<file path="src/rtl/sprite_bitmap_loader_pkg.sv">
// Shared definitions for the sprite bitmap loader.
// Holds the frame constants (header byte, rows per sprite, row width),
// the row and row-index types, and the loader state encoding.
package sprite_bitmap_loader_pkg;

    localparam logic [7:0] SYNC_BYTE_DEF = 8'hA5;
    localparam int         ROW_COUNT     = 8;
    localparam int         ROW_W         = 8;
    localparam int         ROW_IDX_W     = $clog2(ROW_COUNT);

    typedef logic [ROW_W-1:0]     row_t;
    typedef logic [ROW_IDX_W-1:0] row_idx_t;

    // Loader states: hunt for header, collect rows, compare checksum,
    // hold a validated frame until vertical sync.
    typedef enum logic [1:0] {
        ST_IDLE    = 2'd0,
        ST_ROWS    = 2'd1,
        ST_CHECK   = 2'd2,
        ST_PENDING = 2'd3
    } state_t;

endpackage

</file>
<file path="src/rtl/sprite_bitmap_loader_if.sv">
// Byte-stream handshake between the serial front end and the loader.
// A byte transfers on every clk edge where inValid && inReady.
//   inByte  : stream data byte           (source -> loader)
//   inValid : inByte is valid this cycle (source -> loader)
//   inReady : loader can accept a byte   (loader -> source)
interface sprite_bitmap_loader_if;
    logic [7:0] inByte;
    logic       inValid;
    logic       inReady;

    modport master (output inByte, output inValid, input inReady);
    modport slave  (input inByte, input inValid, output inReady);
endinterface

</file>
<file path="src/rtl/sprite_bitmap_bank.sv">
// 8x8 sprite storage: a shadow bitmap filled row by row while a frame is
// received, and an active bitmap the renderer reads. A commit strobe copies
// all shadow rows into the active bitmap in a single cycle.
//   clk, rst_n        : clock, asynchronous active-low reset
//   wr_en/addr/data   : shadow row write port
//   commit            : bulk copy shadow -> active
//   rd_addr, rd_data  : registered active-row read (1-cycle latency)
module sprite_bitmap_bank
    import sprite_bitmap_loader_pkg::*;
(
    input  logic     clk,
    input  logic     rst_n,
    input  logic     wr_en,
    input  row_idx_t wr_addr,
    input  row_t     wr_data,
    input  logic     commit,
    input  row_idx_t rd_addr,
    output row_t     rd_data
);

    row_t shadow_mem [ROW_COUNT];
    row_t active_mem [ROW_COUNT];

    // NOTE: the arrays are plain flops (64 bits each), so they take the async
    // reset like any other register; a reset must blank the displayed sprite.
    // NOTE: non-blocking assignments make the read below see the pre-commit
    // active row, which is exactly the old-row-in-commit-cycle behaviour.
    always_ff @(posedge clk or negedge rst_n) begin
        if (!rst_n) begin
            for (int i = 0; i < ROW_COUNT; i++) begin
                shadow_mem[i] <= '0;
                active_mem[i] <= '0;
            end
            rd_data <= '0;
        end else begin
            if (wr_en) begin
                shadow_mem[wr_addr] <= wr_data;
            end
            if (commit) begin
                for (int i = 0; i < ROW_COUNT; i++) begin
                    active_mem[i] <= shadow_mem[i];
                end
            end
            rd_data <= active_mem[rd_addr];
        end
    end

endmodule

</file>
<file path="src/rtl/sprite_bitmap_loader.sv">
// Framed sprite loader: parses SYNC_BYTE, row0..row7, checksum (XOR of the
// rows) from a byte stream, holds a validated frame in the shadow bitmap and
// commits it to the active bitmap on the next vSync rising edge.
//   clk, resetN   : clock, asynchronous active-low reset
//   in_bus        : byte-stream handshake (slave side)
//   vSync         : vertical sync, high during sync
//   rdRowAddr     : active bitmap row to read
//   rdRowData     : active row, bit 7 = leftmost pixel, 1-cycle latency
//   framePending  : validated frame waiting for commit
//   frameDone     : one-cycle pulse after a commit
//   frameError    : one-cycle pulse after checksum mismatch or timeout
module sprite_bitmap_loader
    import sprite_bitmap_loader_pkg::*;
#(
    parameter logic [7:0] SYNC_BYTE      = SYNC_BYTE_DEF,
    parameter int         TIMEOUT_CYCLES = 27000
) (
    input  logic                         clk,
    input  logic                         resetN,
    sprite_bitmap_loader_if.slave        in_bus,
    input  logic                         vSync,
    input  logic [2:0]                   rdRowAddr,
    output logic [7:0]                   rdRowData,
    output logic                         framePending,
    output logic                         frameDone,
    output logic                         frameError
);

    localparam int             TMO_W    = $clog2(TIMEOUT_CYCLES);
    localparam logic [TMO_W-1:0] TMO_LAST = TMO_W'(TIMEOUT_CYCLES - 1);

    state_t           state, state_nxt;
    row_idx_t         row_idx;
    row_t             xor_acc;
    logic [TMO_W-1:0] tmo_cnt;
    logic             vsync_q;

    logic in_ready, shadow_we, commit, err_set;
    logic accept, vsync_rise, in_frame, timed_out, cksum_ok, last_row;

    assign accept     = in_bus.inValid && in_ready;
    assign vsync_rise = vSync && !vsync_q;
    assign in_frame   = (state == ST_ROWS) || (state == ST_CHECK);
    assign timed_out  = in_frame && !accept && (tmo_cnt == TMO_LAST);
    assign cksum_ok   = (in_bus.inByte == xor_acc);
    // Termination compares the index instead of relying on a 7 -> 0 wrap.
    assign last_row   = (row_idx == row_idx_t'(ROW_COUNT - 1));

    // State register
    always_ff @(posedge clk or negedge resetN) begin
        if (!resetN) state <= ST_IDLE;
        else         state <= state_nxt;
    end

    // Next-state logic
    // NOTE: every always_comb output gets a default first so no path infers a latch.
    always_comb begin
        state_nxt = state;
        unique case (state)
            ST_IDLE: begin
                if (accept && in_bus.inByte == SYNC_BYTE) state_nxt = ST_ROWS;
            end
            ST_ROWS: begin
                if (timed_out)              state_nxt = ST_IDLE;
                else if (accept && last_row) state_nxt = ST_CHECK;
            end
            ST_CHECK: begin
                if (timed_out)   state_nxt = ST_IDLE;
                else if (accept) state_nxt = cksum_ok ? ST_PENDING : ST_IDLE;
            end
            ST_PENDING: begin
                // Only an edge seen while already PENDING commits, so a vSync
                // that rose with the checksum byte must fall and rise again.
                if (vsync_rise) state_nxt = ST_IDLE;
            end
            default: state_nxt = ST_IDLE;
        endcase
    end

    // Output / strobe logic
    always_comb begin
        in_ready  = (state != ST_PENDING);
        shadow_we = (state == ST_ROWS) && accept;
        commit    = (state == ST_PENDING) && vsync_rise;
        err_set   = timed_out || ((state == ST_CHECK) && accept && !cksum_ok);
    end

    assign in_bus.inReady = in_ready;
    assign framePending   = (state == ST_PENDING);

    // Datapath: row index, checksum accumulator, inter-byte timeout, pulses
    always_ff @(posedge clk or negedge resetN) begin
        if (!resetN) begin
            row_idx    <= '0;
            xor_acc    <= '0;
            tmo_cnt    <= '0;
            vsync_q    <= 1'b0;
            frameDone  <= 1'b0;
            frameError <= 1'b0;
        end else begin
            vsync_q    <= vSync;
            frameDone  <= commit;
            frameError <= err_set;

            if (state == ST_IDLE) begin
                row_idx <= '0;
                xor_acc <= '0;
            end else if (shadow_we) begin
                row_idx <= row_idx + row_idx_t'(1);
                xor_acc <= xor_acc ^ in_bus.inByte;
            end

            // Counts idle cycles inside a frame only; any transfer restarts it.
            if (in_frame && !accept && !timed_out) tmo_cnt <= tmo_cnt + TMO_W'(1);
            else                                    tmo_cnt <= '0;
        end
    end

    sprite_bitmap_bank u_bank (
        .clk     (clk),
        .rst_n   (resetN),
        .wr_en   (shadow_we),
        .wr_addr (row_idx),
        .wr_data (in_bus.inByte),
        .commit  (commit),
        .rd_addr (rdRowAddr),
        .rd_data (rdRowData)
    );

endmodule
</file>
<file path="src/flat_wrapper.sv">
// flat-port wrapper written by rule: the top's interface ports become plain ports
module sprite_bitmap_loader_flat import sprite_bitmap_loader_pkg::*;
#(
    parameter logic [7:0] SYNC_BYTE      = SYNC_BYTE_DEF,
    parameter int         TIMEOUT_CYCLES = 27000
)
  (clk, resetN, vSync, rdRowAddr, rdRowData, framePending, frameDone, frameError, in_bus_inByte, in_bus_inValid, in_bus_inReady);
  sprite_bitmap_loader_if in_bus_i ();
  input  logic clk;
  input  logic resetN;
  input  logic vSync;
  input  logic [2:0] rdRowAddr;
  output logic [7:0] rdRowData;
  output logic framePending;
  output logic frameDone;
  output logic frameError;
  input wire logic [$bits(in_bus_i.inByte)-1:0] in_bus_inByte;
  input wire logic [$bits(in_bus_i.inValid)-1:0] in_bus_inValid;
  output wire logic [$bits(in_bus_i.inReady)-1:0] in_bus_inReady;
  assign in_bus_i.inByte = in_bus_inByte;
  assign in_bus_i.inValid = in_bus_inValid;
  assign in_bus_inReady = in_bus_i.inReady;
  sprite_bitmap_loader #(.SYNC_BYTE(SYNC_BYTE), .TIMEOUT_CYCLES(TIMEOUT_CYCLES)) u_core (.clk(clk), .resetN(resetN), .in_bus(in_bus_i), .vSync(vSync), .rdRowAddr(rdRowAddr), .rdRowData(rdRowData), .framePending(framePending), .frameDone(frameDone), .frameError(frameError));
endmodule
</file>
<file path="config.mk">
export PLATFORM = sky130hd
export DESIGN_NAME = sprite_bitmap_loader_flat
export DESIGN_NICKNAME = d
export VERILOG_FILES = /design/src/rtl/sprite_bitmap_loader_pkg.sv /design/src/rtl/sprite_bitmap_loader_if.sv /design/src/rtl/sprite_bitmap_bank.sv /design/src/rtl/sprite_bitmap_loader.sv /design/src/flat_wrapper.sv
export SDC_FILE = /design/constraint.sdc
export NUM_CORES = 1
export LEC_CHECK = 0
export ABC_AREA = 1
export BUFFER_PORTS_ARGS = -buffer_cell sky130_fd_sc_hd__buf_2
export CORE_ASPECT_RATIO = 0.5
export CORE_MARGIN = 8
export CORE_UTILIZATION = 55
export DETAILED_ROUTE_END_ITERATION = 10
export PLACE_DENSITY = 0.74
export SLEW_MARGIN = 40
export SYNTH_ARGS = -nofsm -noshare
export SYNTH_HDL_FRONTEND = slang
export SYNTH_SLANG_ARGS = --single-unit
</file>
<file path="constraint.sdc">
create_clock -name clk -period 1.7 [get_ports clk]
set_input_delay 0.085 -clock clk [delete_from_list [all_inputs] [get_ports clk]]
set_output_delay 0.085 -clock clk [all_outputs]
set_load 0.01 [all_outputs]
</file>
==> results of run 1 <==
-- critical path, cell delays in order (launching register included) --
cell	delay, ps
dfrtp_1	420
ha_2	210
inv_2	80
nand2_4	70
inv_6	90
nand2_8	70
inv_6	90
nand2_4	100
nor2_4	130
buf_12	160
nand2_1	70
o21ai_1	100
-- per-stage QoR --
step,setup TNS [ps],util (%)
final,0,66.8
after global routing,-1360,66.8
after CTS,-11.2,65.9
after detailed placement,0,60.6
after global placement,0,60.6
after floorplan,0,-
-- power groups by stage --
stage                     registers (mW)  logic [mW]  clock network (mW)
after floorplan                     5.86        2.00                   0
after global placement              5.94        2.73                   0
after detailed placement            6.00        2.86                   0
after CTS                           5.96        2.98                4.25
after global routing                6.12        3.57                4.42
final                               5.97        3.10                4.21
-- synthesized netlist by cell type, drive strengths merged --
cell type,instances
ha,7
o22ai,15
clkbuf,17
nor2,91
buf,22
a21oi,8
nand4,3
inv,98
a31oi,8
xor2,2
nor3,10
dfrtp,167
o21ai,158
a211oi,1
nand2,204
o21a,1
nand3,14
xnor2,1
clkinv,2
mux2,1
nor3b,3
-- logic make-up after synthesis --
group	Yosys count	share of synthesized area, %
buf+inv	139	7.78
fa+ha+maj	7	1.21
mux	1	0.156
flops	167	57.7
xor+xnor	3	0.363
compound gates	191	13.8
simple gates	325	19.0
-- layer usage --
layer | track usage [%] | vias up | wire [um]
met1 | 28.1 | 2776 | 7640
met2 | 31.8 | 149 | 8140
li1 | - | 2724 | -
met3 | 4.38 | 30 | 907
met4 | 6.57 | 0 | 284
met5 | 0 | - | 0
-- sequential cells by signal, indices dropped and copies added (netlist names) --
name,flops
u_core.frameDone,1
u_core.frameError,1
u_core.row_idx,3
u_core.state,2
u_core.tmo_cnt,15
u_core.u_bank.active_mem,64
u_core.u_bank.rd_data,8
u_core.u_bank.shadow_mem,64
u_core.vsync_q,1
u_core.xor_acc,8
-- worst paths after layout --
path / startpoint / to / slack, ps
min reg2reg: u_core.tmo_cnt[0]$_DFF_PN0_ / u_core.tmo_cnt[0]$_DFF_PN0_ / 460
min in group asynchronous: resetN / u_core.tmo_cnt[0]$_DFF_PN0_ / 160
min: in_bus_inByte[2] / u_core.u_bank.shadow_mem[58]$_DFFE_PN0P_ / 50
max in group asynchronous: resetN / u_core.u_bank.shadow_mem[42]$_DFFE_PN0P_ / 810
max reg2reg: u_core.state[0]$_DFFE_PN0P_ / u_core.u_bank.shadow_mem[61]$_DFFE_PN0P_ / 30
max: u_core.state[0]$_DFFE_PN0P_ / u_core.u_bank.shadow_mem[61]$_DFFE_PN0P_ / 30
-- final cells by class --
class	instances	area share, %
Clock buffer	20	5.24
Clock inverter	12	2.33
Inverter	100	4.55
Multi-Input combinational cell	528	30.1
Sequential cell	167	49.0
Tap cell	170	2.49
Timing Repair Buffer	57	6.34
-- what timing repair did --
action | in CTS | in global routing
endpoints found under the setup margin | 3 | 65
hold buffers | 2 | 0
cloned | 0 | 1
pin swaps | 0 | 5
setup buffers | 0 | 6
endpoints found under the hold margin | 118 | 0
resized for setup | 2 | 23
==> flow_metrics.tcl, run 1 <==
set metrics [dict create \
    fmax_ghz 0.599 \
    cts_buffer_depth 2 \
    route.detailed.drc 0 \
    start_util_pct 56.7 \
    ant_nets 0 \
    pwr-share-seq_pct 45.0 \
    yosysTopAreaCell "dfrtp_1" \
    yosysUniqueCellTypes 35 \
    dp_worst_setup_slack_ps 0.401 \
    insertion_delay_ps 420 \
    ir_drop_uv 803 \
    via_per_inst 5.39 \
    clkPwrFrac_pct 31.7 \
    die_h_um 97.1 \
    drtIter0Drc 445 \
    p_per_area_nw_per_um2 1560 \
    htreeDepth 4 \
    yosys_warnings 0 \
    grt_pass1_wl_mm 28.5 \
    setup_viol 0 \
    synth_top_area_share_pct 57.7 \
    status "completed" \
    comb_power_share_pct 23.3 \
    fin_crit_ps 1670 \
    fin_cells 1054 \
    ys_top_cells_by_area "dfrtp_1 (58%), o21ai_0 (11%), nand2_1 (10%)" \
    first_pass_iters 5 \
    design.die.area_um2 17300 \
    cts_tree "done" \
    p_sw_mw 4.12 \
    hp-class "primary input to flip-flop" \
    holdWs_ps 50.6 \
    crit_type "flip-flop to flip-flop" \
    clk_pin_slew_ps 70 \
    ys_ff_latch 167 \
    hold_depth 3 \
    ff_latch_area_um2 4180 \
    num-fill-cells 982 \
    ys_seq_area_share_pct 57.7 \
    routed_wl_mm 17.0 \
    leakagePower_nw 4.15 \
    antennaDiodeCount 0 \
    grt_usage_pct 20.4 \
    cts_root_buffer "clkbuf_16" \
    finalWeightedCongestion 0.842 \
    placed_cell_area_um2 7740 \
    slew_headroom_pct 61.2 \
    syn_area_um2 7240 \
    reg2reg_depth 11 \
    grt_max_degree 43 \
    syn_avg_cell_area_um2 8.69 \
    numCtsBuffers 17 \
    synth_cells 833 \
    vias 5679 \
    timing.final.ws_setup_ps 31.6 \
    layout_commonest_cell "nand2_1" \
    fin_skew_ps 12.6 \
    io_pins 27 \
    synth_nets 855 \
    cp.arrival_ps 2000 \
    dp.cells 1013 \
    power_mw 13.3 \
    multi_input_area_um2 2570 \
    crit_fanout 16 \
    cap_violations 0 \
    rows 29 \
    final_area_um2 8530 \
    syn2layout_area_growth_pct 17.9 \
    die_w_um 178 \
    critPathLaunchType "flip-flop" \
    wl_per_cell_um 16.1 \
    grt_pass1_vias 5717 \
    endpoint_kind "flip-flop" \
    layout-drive-gt1-share_pct 13.3 \
    dp_hpwl_mm 10.5 \
    rsz0062_at_grt "true" \
    antenna_found_initial 0 \
    switching_share_pct 31.0 \
    drv_slew 0 \
    grt.overflow.total 0 \
    intPower_mw 9.16 \
    io_buffers 26 \
    fin_nets 893 \
    hold_viol_final 0 \
    layout_common_cells "nand2_1 (198), dfrtp_1 (167), o21ai_0 (148)" \
    cp_data_required_time_ps 2030 \
    period_share_pct 98.1 \
    cts.sinks 167 \
    worst_pin_slew_ps 581 \
    coreArea_um2 12800 \
]
Power figures use the tool's default switching activity.
==> run 2, diff against run 1 <==
--- a/config.mk
+++ b/config.mk
@@ -5,13 +5,13 @@
 export SDC_FILE = /design/constraint.sdc
 export NUM_CORES = 1
 export LEC_CHECK = 0
-export ABC_AREA = 1
 export BUFFER_PORTS_ARGS = -buffer_cell sky130_fd_sc_hd__buf_2
 export CORE_ASPECT_RATIO = 0.5
 export CORE_MARGIN = 8
-export CORE_UTILIZATION = 55
+export CORE_UTILIZATION = 59
 export DETAILED_ROUTE_END_ITERATION = 10
-export PLACE_DENSITY = 0.74
+export PLACE_DENSITY = 0.76
+export RECOVER_POWER = 50
 export SLEW_MARGIN = 40
 export SYNTH_ARGS = -nofsm -noshare
 export SYNTH_HDL_FRONTEND = slang
==> constraint.sdc (replaced) <==
create_clock -name clk -period 2.15 [get_ports clk]
set_input_delay 0.1075 -clock clk [delete_from_list [all_inputs] [get_ports clk]]
set_output_delay 0.1075 -clock clk [all_outputs]
set_load 0.01 [all_outputs]
==> flow_metrics.tcl, run 2 <==
set metrics [dict create \
    design.die.area_um2 16200 \
    route.met3.wl_um 666 \
    grt_max_degree 54 \
    numCtsBuffers 17 \
    met1_length_mm 6.66 \
    via_per_inst 5.70 \
    pwr-share-seq_pct 46.0 \
    cts_root_buffer "clkbuf_16" \
    coreArea_um2 11900 \
    layout-drive-gt1-share_pct 41.2 \
    route.detailed.drc 0 \
    critPathLaunchType "flip-flop" \
    async_flop_share_pct 100 \
    dp_worst_setup_slack_ps 111 \
    finalWeightedCongestion 0.817 \
    layout_common_cells "dfrtp_1 (167), mux2_2 (135), xor2_1 (27)" \
    yosysTopAreaCell "dfrtp_1" \
    fmax_ghz 0.490 \
    maxUsedRoutingLayer "met4" \
    timing.final.ws_setup_ps 107 \
    antennaDiodeCount 0 \
    antenna_found_initial 0 \
    cts_tree "done" \
    drv_slew 0 \
    fin_nets 550 \
    fin_crit_ps 2040 \
    slew_headroom_pct 11.0 \
    p_per_area_nw_per_um2 1020 \
    intPower_mw 6.20 \
    holdWs_ps 10.9 \
    layout_commonest_cell "dfrtp_1" \
    synth_top_area_share_pct 58.0 \
    hp-class "primary input to flip-flop" \
    yosysUniqueCellTypes 45 \
    synth_nets 516 \
    cap_violations 0 \
    drtIter0Drc 205 \
    p_sw_mw 2.15 \
    met2_length_mm 6.40 \
    comb_power_share_pct 15.0 \
    clk_pin_slew_ps 60 \
    yosysMostFrequentCell "dfrtp_1" \
    ys_top_cells_by_area "dfrtp_1 (58%), mux2_2 (21%), mux4_2 (5.0%)" \
    synth_edf_count 0 \
    cp.arrival_ps 2340 \
    die_h_um 94.2 \
    ant_nets 0 \
    switching_share_pct 25.7 \
    grt_usage_pct 18.5 \
    power_mw 8.35 \
    ys_ff_latch 167 \
    worst_pin_slew_ps 1330 \
    rows 28 \
    period_share_pct 95.0 \
    synth_cells 494 \
    cts_buffer_depth 2 \
    first_pass_iters 4 \
    grt_pass1_vias 4143 \
    start_util_pct 60.7 \
    syn_avg_cell_area_um2 14.6 \
    fin_cells 706 \
    hold_viol_final 0 \
    syn2layout_area_growth_pct 13.6 \
    crit_fanout 8 \
    grt.overflow.total 0 \
    routed_wl_mm 13.9 \
    ys_seq_area_share_pct 58.0 \
    io_pins 27 \
    status "completed" \
    endpoint_kind "flip-flop" \
    io_buffers 26 \
    top_regs "u_core.u_bank.active_mem: 64 flops, u_core.u_bank.shadow_mem: 64 flops, u_core.tmo_cnt: 15 flops" \
    grt_pass1_wl_mm 22.8 \
    fin_skew_ps 13.4 \
    ys.flop_type "dfrtp_1" \
    vias 4024 \
    yosys_warnings 0 \
    cts.sinks 167 \
    setup_viol 0 \
    die_w_um 172 \
    cp_data_required_time_ps 2450 \
    ir_drop_uv 569 \
    clkPwrFrac_pct 39.0 \
    insertion_delay_ps 430 \
    syn_area_um2 7210 \
    htreeDepth 4 \
    leakagePower_nw 4.01 \
    crit_type "flip-flop to flip-flop" \
    dp_hpwl_mm 9.06 \
    wl_per_cell_um 19.6 \
    synth_commonest_cells "dfrtp_1 (167), mux2_2 (135), xor2_1 (27)" \
    dp.cells 671 \
]
==> run 2: power groups by stage <==
stage	Clock, mW	Combinational [mW]	Sequential [mW]
after floorplan	0	0.971	3.81
after global placement	0	1.22	3.87
after detailed placement	0	1.26	3.89
after CTS	3.31	1.28	3.84
after global routing	3.44	1.38	3.90
final	3.26	1.25	3.84
==> run 2: routing by layer <==
metal	vias to the layer above	global-route usage [%]
met2	65	28.3
li1	1832	-
met1	2115	26.0
met4	0	4.56
met5	-	0
met3	12	5.03
==> run 2: final timing paths <==
check / from / end / slack (ps) / depth (start not counted)
max in group asynchronous: resetN / u_core.u_bank.rd_data[5]$_DFF_PN0_ / 370 / 3
worst max register to register: u_core.state[1]$_DFFE_PN0P_ / u_core.u_bank.shadow_mem[16]$_DFFE_PN0P_ / 110 / 6
worst min-delay path: in_bus_inValid / u_core.frameError$_DFF_PN0_ / 10 / 2
worst min register to register: u_core.tmo_cnt[0]$_DFF_PN0_ / u_core.tmo_cnt[0]$_DFF_PN0_ / 480 / 1
worst max-delay path: u_core.state[1]$_DFFE_PN0P_ / u_core.u_bank.shadow_mem[16]$_DFFE_PN0P_ / 110 / 6
min in group asynchronous: resetN / u_core.xor_acc[6]$_DFFE_PN0P_ / 520 / 2
==> run 2: area by class of cell <==
cell class | count | area, um^2
inverters | 5 | 18.8
fillers | 826 | 3680
flip-flops and latches | 167 | 4180
repair buffers | 45 | 309
clock inverters | 14 | 199
multi-input cells | 292 | 2840
clock buffers | 18 | 439
well taps | 165 | 206
==> run 2: metrics by stage <==
stage                     instance area (um^2)  util, %  TNS [ps]
after global placement                    7550     63.6         0
after floorplan                           7210        -         0
after detailed placement                  7550     63.6         0
final                                     8190     69.0         0
after global routing                      8190     69.0     -52.0
after CTS                                 8210     69.1         0
==> run 2: repair_timing <==
action                                 in CTS  in global routing
buffers inserted                            0                  1
gates resized for setup                     0                  1
endpoints found under the hold margin      50                  0
hold buffers                                2                  0
setup endpoints to repair                   0                 16
==> run 2: critical path, cell delays in order, from the launching register on <==
cell and delay [ps]:
dfrtp_1 410, inv_1 110, ha_1 240, and3b_1 250, nand2_4 90, nor3b_4 430
mux2_2 390
==> run 2: logic make-up (layout without fill, tap and decap cells) <==
logic type      Yosys count  count (layout)  synth area share [%]
mux                     152             152                  26.2
xor+xnor                 29              29                  3.52
simple gates             88              88                  6.77
buf+inv                  35              82                  2.67
flops                   167             167                  58.0
fa+ha+maj                 7               7                  1.21
compound gates           16              16                  1.63
==> run 3, diff against run 2 <==
==> constraint.sdc (replaced) <==
create_clock -name clk -period 2.15 [get_ports clk]
set_input_delay 0.645 -clock clk [delete_from_list [all_inputs] [get_ports clk]]
set_output_delay 0.645 -clock clk [all_outputs]
set_load 0.01 [all_outputs]
==> flow_metrics.tcl, run 3 (synthesis results as in run 2) <==
set metrics [dict create \
    endpoint_kind "primary output" \
    worst_pin_slew_ps 1120 \
    hold_viol_final 0 \
    cts_buffer_depth 2 \
    grt_pass1_wl_mm 23.4 \
    cp.depth 3 \
    fmax_ghz 0.493 \
    fin_crit_ps 2030 \
    period_share_pct 94.3 \
    coreArea_um2 11900 \
    holdWs_ps 358 \
    die_w_um 172 \
    crit_path_top_delay_cell "dfrtp_1" \
    finalWeightedCongestion 0.842 \
    cts_hold_buf 0 \
    max_stage_delay_ps 410 \
    status "completed" \
    ir_drop_uv 630 \
    via_per_inst 5.75 \
    fin_skew_ps 7.02 \
    cts.sinks 167 \
    layout_commonest_cell "dfrtp_1" \
    leakagePower_nw 4.09 \
    grt_pass1_vias 4361 \
    first_pass_iters 4 \
    cts_tree "done" \
    layout_common_cells "dfrtp_1 (167), mux2_2 (135), xor2_1 (27)" \
    rsz0062_at_grt "false" \
    grt_usage_pct 19.0 \
    route.detailed.drc 0 \
    gr-usage-met3_pct 3.56 \
    dp_hpwl_mm 9.38 \
    vias 4096 \
    worstPathBufferInverterCount 2 \
    startpoint "u_core.state[0]$_DFFE_PN0P_" \
    gr-usage-met1_pct 26.2 \
    io_buffers 26 \
    timing.final.ws_setup_ps 122 \
    cp_data_required_time_ps 1500 \
    dp_worst_setup_slack_ps 103 \
    htreeDepth 4 \
    setup_viol 0 \
    p_per_area_nw_per_um2 991 \
    numCtsBuffers 17 \
    crit_fanout 7 \
    placed_cell_area_um2 7660 \
    critPathLaunchType "flip-flop" \
    drtIter0Drc 177 \
    rrSetupSlack_ps 160 \
    worstHoldStart "vSync" \
    layout-drive-gt1-share_pct 43.7 \
    design.die.area_um2 16200 \
    busiest_layer "met2" \
    worstPathCellList "ha_1 -> inv_1 -> buf_2" \
    r2r_end "u_core.u_bank.shadow_mem[35]$_DFFE_PN0P_" \
    tns_ps 0 \
    crit-reg2reg-launch "u_core.state[1]$_DFFE_PN0P_" \
    final_area_um2 8230 \
    start_util_pct 60.7 \
    cp.arrival_ps 1380 \
    reg2reg_depth 7 \
    cpLargestDelayFamily "flip-flops" \
    crit_type "flip-flop to primary output" \
    hp-class "primary input to flip-flop" \
    cap_violations 0 \
    fin_nets 556 \
    rows 28 \
    slew_headroom_pct 25.6 \
    cts_resized 0 \
    grt.overflow.total 0 \
    drv_slew 0 \
    top_regs "u_core.u_bank.active_mem: 64 flops, u_core.u_bank.shadow_mem: 64 flops, u_core.tmo_cnt: 15 flops" \
    syn2layout_area_growth_pct 14.1 \
    grt_max_degree 45 \
    antennaDiodeCount 0 \
    ant_nets 0 \
    insertion_delay_ps 420 \
    wl_per_cell_um 19.9 \
    antenna_found_initial 0 \
    die_h_um 94.2 \
    io_pins 27 \
    use_met2_pct 30.2 \
    endpoint "in_bus_inReady" \
    routed_wl_mm 14.2 \
    clk_pin_slew_ps 60 \
    cts_root_buffer "clkbuf_16" \
]
-- run 3: changes by cell type in the layout (fill, tap and decap cells not counted), sizes merged --
| cell | change |
|---|---|
| buf | +15 |
| clkinv | +5 |
| clkinvlp | -4 |
| dlygate4sd3 | -2 |
| bufinv | -2 |
| clkbuf | -6 |
-- run 3: worst min-delay path by stage --
stage | to | cells past startpoint
5_1_grt | u_core.vsync_q$_DFF_PN0_ | 1
4_1_cts | u_core.tmo_cnt[7]$_DFF_PN0_ | 1
2_1_floorplan | u_core.frameDone$_DFF_PN0_ | 0
3_5_place_dp | u_core.u_bank.active_mem[2]$_DFFE_PN0P_ | 1
3_3_place_gp | u_core.tmo_cnt[0]$_DFF_PN0_ | 1
6_report | u_core.vsync_q$_DFF_PN0_ | 1
-- run 3: final cells by class --
type | instances | area [um^2]
flip-flops and latches | 167 | 4180
fillers | 810 | 3650
inverters | 5 | 18.8
clock buffers | 19 | 443
well taps | 165 | 206
clock inverters | 13 | 146
multi-input cells | 292 | 2840
repair buffers | 51 | 394
-- run 3: stage by stage --
stage	power (mW)	cells	util, %
2_1_floorplan	4.78	494	-
3_3_place_gp	5.14	679	64.5
3_5_place_dp	5.21	679	64.5
4_1_cts	8.22	711	69.5
5_1_grt	8.51	712	69.3
6_report	8.15	712	69.3
-- run 3: metal layers --
layer	up-vias	part of all wire [%]	routed length [um]
met5	-	0	0
li1	1843	-	-
met3	17	3.5	495
met1	2153	49	6960
met2	83	46	6540
met4	0	1.2	168
-- run 3: repair_timing --
item | CTS | global route
setup buffers | 0 | 1
hold endpoints to repair | 0 | 0
endpoints found under the setup margin | 0 | 8
-- run 3: power by group --
part	switching, mW	total, mW	internal (mW)
clock network	1.26	3.01	1.75
registers	0.263	3.85	3.58
logic	0.636	1.30	0.659
